### src/rtl/pulse_arb.sv
// Round-robin arbiter that funnels four single-cycle request streams into one
// pulse-synchronizer channel, with completion timeout, inter-transaction gap and overflow flags.
module pulse_arb #(
    parameter int GAP = 3,
    parameter int TMO = 16
) (
    input  logic       clk,
    input  logic       rst,
    input  logic [3:0] req_in,
    output logic       chan_pulse,
    output logic [1:0] chan_id,
    input  logic       chan_done,
    output logic [3:0] grant_ack,
    output logic       tmo_err,
    output logic [3:0] ovf,
    input  logic       ovf_clr,
    output logic       idle
);

    typedef enum logic [1:0] {
        S_IDLE  = 2'd0,
        S_ISSUE = 2'd1,
        S_WAIT  = 2'd2,
        S_GAP   = 2'd3
    } state_t;

    localparam logic [7:0] TMO_LAST = 8'(TMO - 1);
    localparam logic [7:0] GAP_LAST = 8'(GAP - 1);

    state_t     state, state_d;
    logic [3:0] pending, pending_d;
    logic [3:0] pend_clr;
    logic [3:0] ovf_set, ovf_d;
    logic [1:0] cur_id, cur_id_d;
    logic [1:0] last_served, last_served_d;
    logic [7:0] cnt, cnt_d;

    logic       chan_pulse_d;
    logic [1:0] chan_id_d;
    logic [3:0] grant_ack_d;
    logic       tmo_err_d;

    logic       rr_found;
    logic [1:0] rr_pick;

    // Search starts one past the last winner, so every requester gets a turn.
    always_comb begin
        rr_found = 1'b0;
        rr_pick  = 2'd0;
        for (int k = 1; k <= 4; k++) begin
            if (!rr_found && pending[2'(last_served + 2'(k))]) begin
                rr_found = 1'b1;
                rr_pick  = 2'(last_served + 2'(k));
            end
        end
    end

    // NOTE: every output of this block gets a default first; a path that
    // leaves one unassigned would infer a latch.
    always_comb begin
        state_d       = state;
        cnt_d         = cnt;
        cur_id_d      = cur_id;
        last_served_d = last_served;
        chan_pulse_d  = 1'b0;
        chan_id_d     = 2'd0;
        grant_ack_d   = 4'b0000;
        tmo_err_d     = 1'b0;
        pend_clr      = 4'b0000;

        case (state)
            S_IDLE: begin
                if (rr_found) begin
                    cur_id_d      = rr_pick;
                    last_served_d = rr_pick;
                    chan_pulse_d  = 1'b1;
                    chan_id_d     = rr_pick;
                    state_d       = S_ISSUE;
                end
            end
            S_ISSUE: begin
                pend_clr = 4'b0001 << cur_id;
                cnt_d    = 8'd0;
                state_d  = S_WAIT;
            end
            S_WAIT: begin
                // A completion arriving on the last allowed cycle still wins.
                if (chan_done) begin
                    grant_ack_d = 4'b0001 << cur_id;
                    cnt_d       = 8'd0;
                    state_d     = S_GAP;
                end else if (cnt == TMO_LAST) begin
                    tmo_err_d = 1'b1;
                    cnt_d     = 8'd0;
                    state_d   = S_GAP;
                end else begin
                    cnt_d = cnt + 8'd1;
                end
            end
            S_GAP: begin
                if (cnt == GAP_LAST) begin
                    cnt_d   = 8'd0;
                    state_d = S_IDLE;
                end else begin
                    cnt_d = cnt + 8'd1;
                end
            end
            default: state_d = S_IDLE;
        endcase
    end

    // A request landing on the cycle its bit is retired re-arms it cleanly.
    always_comb begin
        ovf_set   = req_in & pending & ~pend_clr;
        pending_d = (pending & ~pend_clr) | req_in;
        ovf_d     = (ovf_clr ? 4'b0000 : ovf) | ovf_set;
    end

    // NOTE: state registers use non-blocking assignment so every flop samples
    // the pre-edge values regardless of statement order.
    always_ff @(posedge clk) begin
        if (rst) begin
            state       <= S_IDLE;
            pending     <= 4'b0000;
            ovf         <= 4'b0000;
            cur_id      <= 2'd0;
            last_served <= 2'd3;
            cnt         <= 8'd0;
            chan_pulse  <= 1'b0;
            chan_id     <= 2'd0;
            grant_ack   <= 4'b0000;
            tmo_err     <= 1'b0;
        end else begin
            state       <= state_d;
            pending     <= pending_d;
            ovf         <= ovf_d;
            cur_id      <= cur_id_d;
            last_served <= last_served_d;
            cnt         <= cnt_d;
            chan_pulse  <= chan_pulse_d;
            chan_id     <= chan_id_d;
            grant_ack   <= grant_ack_d;
            tmo_err     <= tmo_err_d;
        end
    end

    assign idle = (state == S_IDLE) && (pending == 4'b0000);

endmodule

### config.mk
export PLATFORM = sky130hd
export DESIGN_NAME = pulse_arb
export DESIGN_NICKNAME = d
export VERILOG_FILES = /design/src/rtl/pulse_arb.sv
export SDC_FILE = /design/constraint.sdc
export NUM_CORES = 1
export LEC_CHECK = 0
export ABC_AREA = 0
export CORE_MARGIN = 2
export CORE_UTILIZATION = 52
export DETAILED_ROUTE_END_ITERATION = 10
export HOLD_SLACK_MARGIN = 0.1
export MAX_ROUTING_LAYER = met4
export PLACE_DENSITY = 0.77
export REMOVE_ABC_BUFFERS = 1
export SYNTH_ARGS = -nofsm -noshare
export SYNTH_HDL_FRONTEND = slang
export SYNTH_SLANG_ARGS = --single-unit
### constraint.sdc
create_clock -name clk -period 1.8 [get_ports clk]
set_input_delay 0.36 -clock clk [delete_from_list [all_inputs] [get_ports clk]]
set_output_delay 0.36 -clock clk [all_outputs]
set_load 0.03 [all_outputs]
---- After elaboration in Yosys (flattened, before gate mapping) ----
Cells that the tools add are included.
storage, ports and cells
  output and inout bits ................... 13
  bits of input ports ..................... 8
  word-level logic and storage cells ...... 82
  register bits ........................... 30
operators by class
  equality and inequality tests ........... 8
  add/subtract/negate cells ............... 4
  $lt $le $gt $ge ......................... 4
  shift-type cells ........................ 1
  bitwise operators ....................... 10
  reduce and logical (&&, ||, !) cells .... 16
  mux-type cells .......................... 29
operators with widths
  operator                                                     count
  two-way mux 8 bit                                            3
  one-hot mux 8 bit (3 select lines)                           1
  two-way mux 2 bit                                            8
  bitwise AND 4 bit                                            3
  less-than comparator 2 x 3 -> 1 bit (second input constant)  4
  two-way mux 1 bit                                            10
  OR reduction 3 bit                                           3
  adder 8 x 1 -> 8 bit (second input constant)                 1
  binary-select mux 1 bit (select 2 bit)                       4
  equality test 8 x 2 -> 1 bit (second input constant)         1
  equality test 8 x 4 -> 1 bit (second input constant)         1
  two-way mux 4 bit                                            2
  bitwise OR 4 bit                                             2
  one-hot mux 2 bit (4 select lines)                           1
  adder 2 bit (second input constant)                          2
  equality test 2 bit (second input constant)                  2
  logical AND 1 bit                                            4
  zero test 4 bit                                              1
  inequality test 2 bit (second input constant)                2
  NOT 1 bit                                                    4
  NOT 4 bit                                                    1
  << shifter 1 x 2 -> 4 bit (first input constant)             1
  zero test 1 bit                                              3
  inequality test 3 bit (second input constant)                1
  7 further kinds                                              7

---- Longest topological paths before layout ----
  depth in word-level cells ............... 15
  depth in mapped cells ................... 7
  gate-level depth less buffers ........... 6

---- Worst setup path before layout ----
No wires, ideal clock.
  kind .................................... register to register
  from .................................... register state[0]
  to ...................................... register state[1]
  buffers on the path ..................... 0
  cell stages (with the launch flop) ...... 6
  slack ................................... 0.210 ns
  arrival time ............................ 1.502 ns
  required time ........................... 1.713 ns
  clock period less this slack ............ 1.590 ns
  library setup time ...................... 0.087 ns
  cells stage by stage .................... dfxtp_1 > inv_1 > ha_1 > and2_1 > or4_1 > o31ai_1
between the ends
  cells in the longest elaborated chain, start to end .. 3
  elaborated cells between the ends (all ways) .. 9
ends and longest elaborated chain
  element                                                                                 RTL line  RTL
  from (decl)                                                                             30        state_t state, state_d;
  from (signal assigned)                                                                  134       state <= state_d;
  equality test 2 bit / zero test 2 bit (equally long branches)                           71        case (state)
  inequality test 3 bit (no source line) / inequality test 2 bit (equally long branches)  n/a
  AND reduction 3 bit (no source line)                                                    n/a
Several ways; a longest one is shown, not always the timed one.
A chain may end at the register's enable or synchronous reset.

---- Worst setup path after layout ----
  from .................................... register state[1]
  to ...................................... output port idle
between the ends
  cells in the longest elaborated chain, start to end .. 2
ends and longest elaborated chain
  element            RTL line  RTL
  zero test 2 bit    147       assign idle = (state == S_IDLE) && (pending == 4'b0000);
  logical AND 1 bit  147
  to (decl)          17        output logic idle
Every way passes these cells.

==> key figures <==
Run status
  – Status: finished clean

Global route
  – GRT Resource Usage Total: 0.189
  – Global route total overflow: 0
  – Largest net degree at the start of global routing: 29
  – Vias in the first global route: between 1,000 and 1,500
  – Initial antenna violation count: 0
  – First-pass GRT wire length: ~4500 µm

Routing
  – Routed vias/inst: 5.39
  – Drt first pass iters: 4
  – WL per Instance: approximately 13 µm
  – # DRC: 0
  – Detailed Route Iter0 Violations: 32
  – Post-route ant nets: 0
  – Wirelength, routed: 2820 µm
  – Vias: between 1,000 and 1,500

STA
  – RSZ-0062 raised after global routing: no
  – Clock skew: between 0.005 and 0.006 ns
  – Fin Hold WS: 0.477 ns
  – Fmax: 0.578 GHz
  – Slew @ Worst Pin: 0.379 ns
  – Max_slew headroom: 0.745
  – Slew Limit Fails: 0
  – Hold Violations, Final: 0
  – Setup violations, final: 0
  – Min cycle time layout: 1.73 ns
  – Period utilization: 0.960

Worst setup path
  – CP arrival: 1.37 ns
  – Slowest CP cell: dfxtp_1
  – Critical path capture point type: output port
  – Crit Path Max Fanout: 4
  – CP peak stage delay: 0.38 ns
  – Startpoint Class: register
  – Critical Path RT: roughly 1.4 ns
  – Family with the most delay on the worst path: flip-flops
  – R2r worst-path depth: 4
  – Buf/Inv on CP: 2
  – Worst r2r src: cnt[4]
  – R2r endpoint: state[1]
  – Crit-path cells: inv_1 -> ha_1 -> and2_4 -> buf_4
  – Critical Setup Path Class: register to output port
  – R2R setup slack: ~0.080 ns

Floorplanning
  – Die Ht: 55.4 µm
  – I/O pin count: 21
  – Die X: roughly 55 µm
  – Die area: around 3100 µm²
  – Initial Util: 0.550
  – Floorplan row count: 18
  – Core box area: around 2500 µm²

Logic synthesis
  – Ys Warns: 0
  – Mean post-synth cell area: between 8 and 9 µm²
  – Commonest register cell after synthesis: dfxtp_1
  – Synth Register Bits: 30
  – Syn Inst Count: 157
  – Number of flops mapped to enable cells by yosys: 0
  – Synth cell types: 35
  – Mapped Area: around 1400 µm²
  – Fraction of registers with async set/reset: 0
  – Register area share after synthesis: 0.437

CTS
  – Clk_lat worst skew: 0.32 ns
  – CTS max path bufs: 2
  – CTS tree: yes
  – H-tree depth: 2
  – Worst-path clk slew: ~0.090 ns
  – Number of CTS-inserted buffers: 5
  – # clock sinks: 30
  – Root Buffer: clkbuf_4
  – Hold-fix buffers at CTS: 0

Min path
  – Hold EP: ovf[1]
  – Hold Crit Start: ovf[1]
  – Hold Path Stages: 2
  – Worst hold path class: register to register

Place
  – Dpl cell area: about 1600 µm²
  – PortBufs: 20
  – Placed insts: ~210
  – Gpl congestion: 0.747
  – Dpl hpwl: 1980 µm

Cells and area
  – Share of layout cells above drive strength 1: 0.114
  – Fin area: 1720 µm²
  – Synth-to-Final Area Change: 25.1%
  – Multi-input gate area: between 700 and 800 µm²
  – Fin nets: between 150 and 200
  – Core Util, Final: 0.688
  – FF+latch area: ~600 µm²
  – Final cell count without fillers: roughly 220
  – Fillers: just under 200
  – N_diodes: 0

Job
  – Max_cap viols: 0

Pwr
  – Tot Pwr: 1.87 mW
  – Peak VDD IR: just over 0.8 mV
  – Leak: between 0.6 and 0.7 nW
  – Power Dens Cells: between 1000 and 1500 nW/µm²
[worst reg2reg max path: stages, from the launching register on]
cell     delay [ns]
dfxtp_1        0.39
nor4_4         0.42
a31oi_4        0.21
or4_1          0.53
o31ai_1        0.08
[layer usage]
metal	global-route usage	part of all wire	routed length, µm
met2	0.313	0.52	1480
met1	0.223	0.44	1240
met5	-	0	0
met4	0.0697	0.0046	13
met3	0.0422	0.030	84
[Yosys cell counts, drive strengths merged (2+ instances only)]
| library cell | n | area [µm²] |
|---|---|---|
| nand2b | 9 | 56.3 |
| o211ai | 2 | 15.0 |
| nor4 | 6 | 52.6 |
| and3 | 3 | 18.8 |
| o21ai | 3 | 15.0 |
| nor3b | 3 | 22.5 |
| nor2 | 12 | 45.0 |
| ha | 7 | 87.6 |
| nand3 | 2 | 10.0 |
| o31a | 2 | 17.5 |
| dfxtp | 30 | 601 |
| inv | 9 | 33.8 |
| nand2 | 15 | 56.3 |
| clkbuf | 4 | 15.0 |
| o22ai | 4 | 25.0 |
| a21oi | 14 | 70.1 |
| or2 | 2 | 12.5 |
| nor2b | 4 | 25.0 |
| xnor2 | 2 | 17.5 |
| a211oi | 3 | 22.5 |
| and2 | 2 | 12.5 |
| nor3 | 7 | 35.0 |
[cell type report]
class | instances | area share
flip-flops and latches | 30 | 0.350
repair buffers | 24 | 0.140
clock buffers | 7 | 0.0320
clock inverters | 1 | 0.00291
multi-input cells | 114 | 0.434
well taps | 30 | 0.0218
inverters | 9 | 0.0197
[layout by cell type, fill, tap and decap left out, types with 2 or more instances in the layout]
cell type         n
dfxtp_1          29
clkdlybuf4s50_1  19
nand2_1          15
a21oi_1          13
nor2_1           12
inv_1             9
nand2b_1          9
nor3_1            7
ha_1              7
clkbuf_4          5
nor4_1            4
nor2b_1           4
o22ai_1           4
buf_4             4
nor3b_1           3
and3_1            3
a211oi_1          3
o21ai_0           3
nor4_4            2
xnor2_1           2
nand3_1           2
o211ai_1          2
o31a_1            2
or2_2             2
[registers in the layout, summed over array words and instances, names as in the netlist]
name and flops:
cnt 8, ovf 4, grant_ack 4, tmo_err 1, chan_pulse 1, chan_id 2
cur_id 2, last_served 2, pending 4, state 2
[repair_timing]
| action | 4_1_cts | 5_1_grt |
|---|---|---|
| pin swaps | 0 | 1 |
| gates resized for setup | 4 | 1 |
| buffers inserted | 0 | 1 |
| setup endpoints to repair | 2 | 1 |
[metrics by stage]
| stage | TNS, ns | worst slack, ns |
|---|---|---|
| after global routing | 0 | 0.000933 |
| after CTS | 0 | 0.0206 |
| after global placement | -0.00400 | -0.00259 |
| after floorplan | 0 | 0.211 |
| after detailed placement | -0.183 | -0.0695 |
| final | 0 | 0.0712 |
[worst max path at each step]
stage | endpoint | slack [ns] | from | depth (start not counted)
after floorplan | state[1] | 0.21 | state[0] | 5
after global placement | cnt[6] | -0.003 | chan_done | 5
after detailed placement | cnt[7] | -0.07 | chan_done | 5
after CTS | idle | 0.02 | pending[2] | 3
after global routing | idle | 0.0009 | state[0] | 4
final | idle | 0.07 | state[1] | 4
[where the power goes]
| group | internal [mW] | switching [mW] | total [mW] |
|---|---|---|---|
| registers | 0.756 | 0.0894 | 0.845 |
| logic | 0.259 | 0.348 | 0.607 |
| clock network | 0.189 | 0.227 | 0.416 |
| total | 1.20 | 0.664 | 1.87 |
[cells by family after synthesis]
logic type,after synthesis,synth area share
and+or+nand+nor,69,0.275
AOI/OAI and AO/OA,35,0.169
DFF,30,0.437
buffers and inverters,13,0.0355
adders and majority gates,7,0.0637
xor gates and xnor gates,3,0.0191
(Power assumes the default switching activity.)
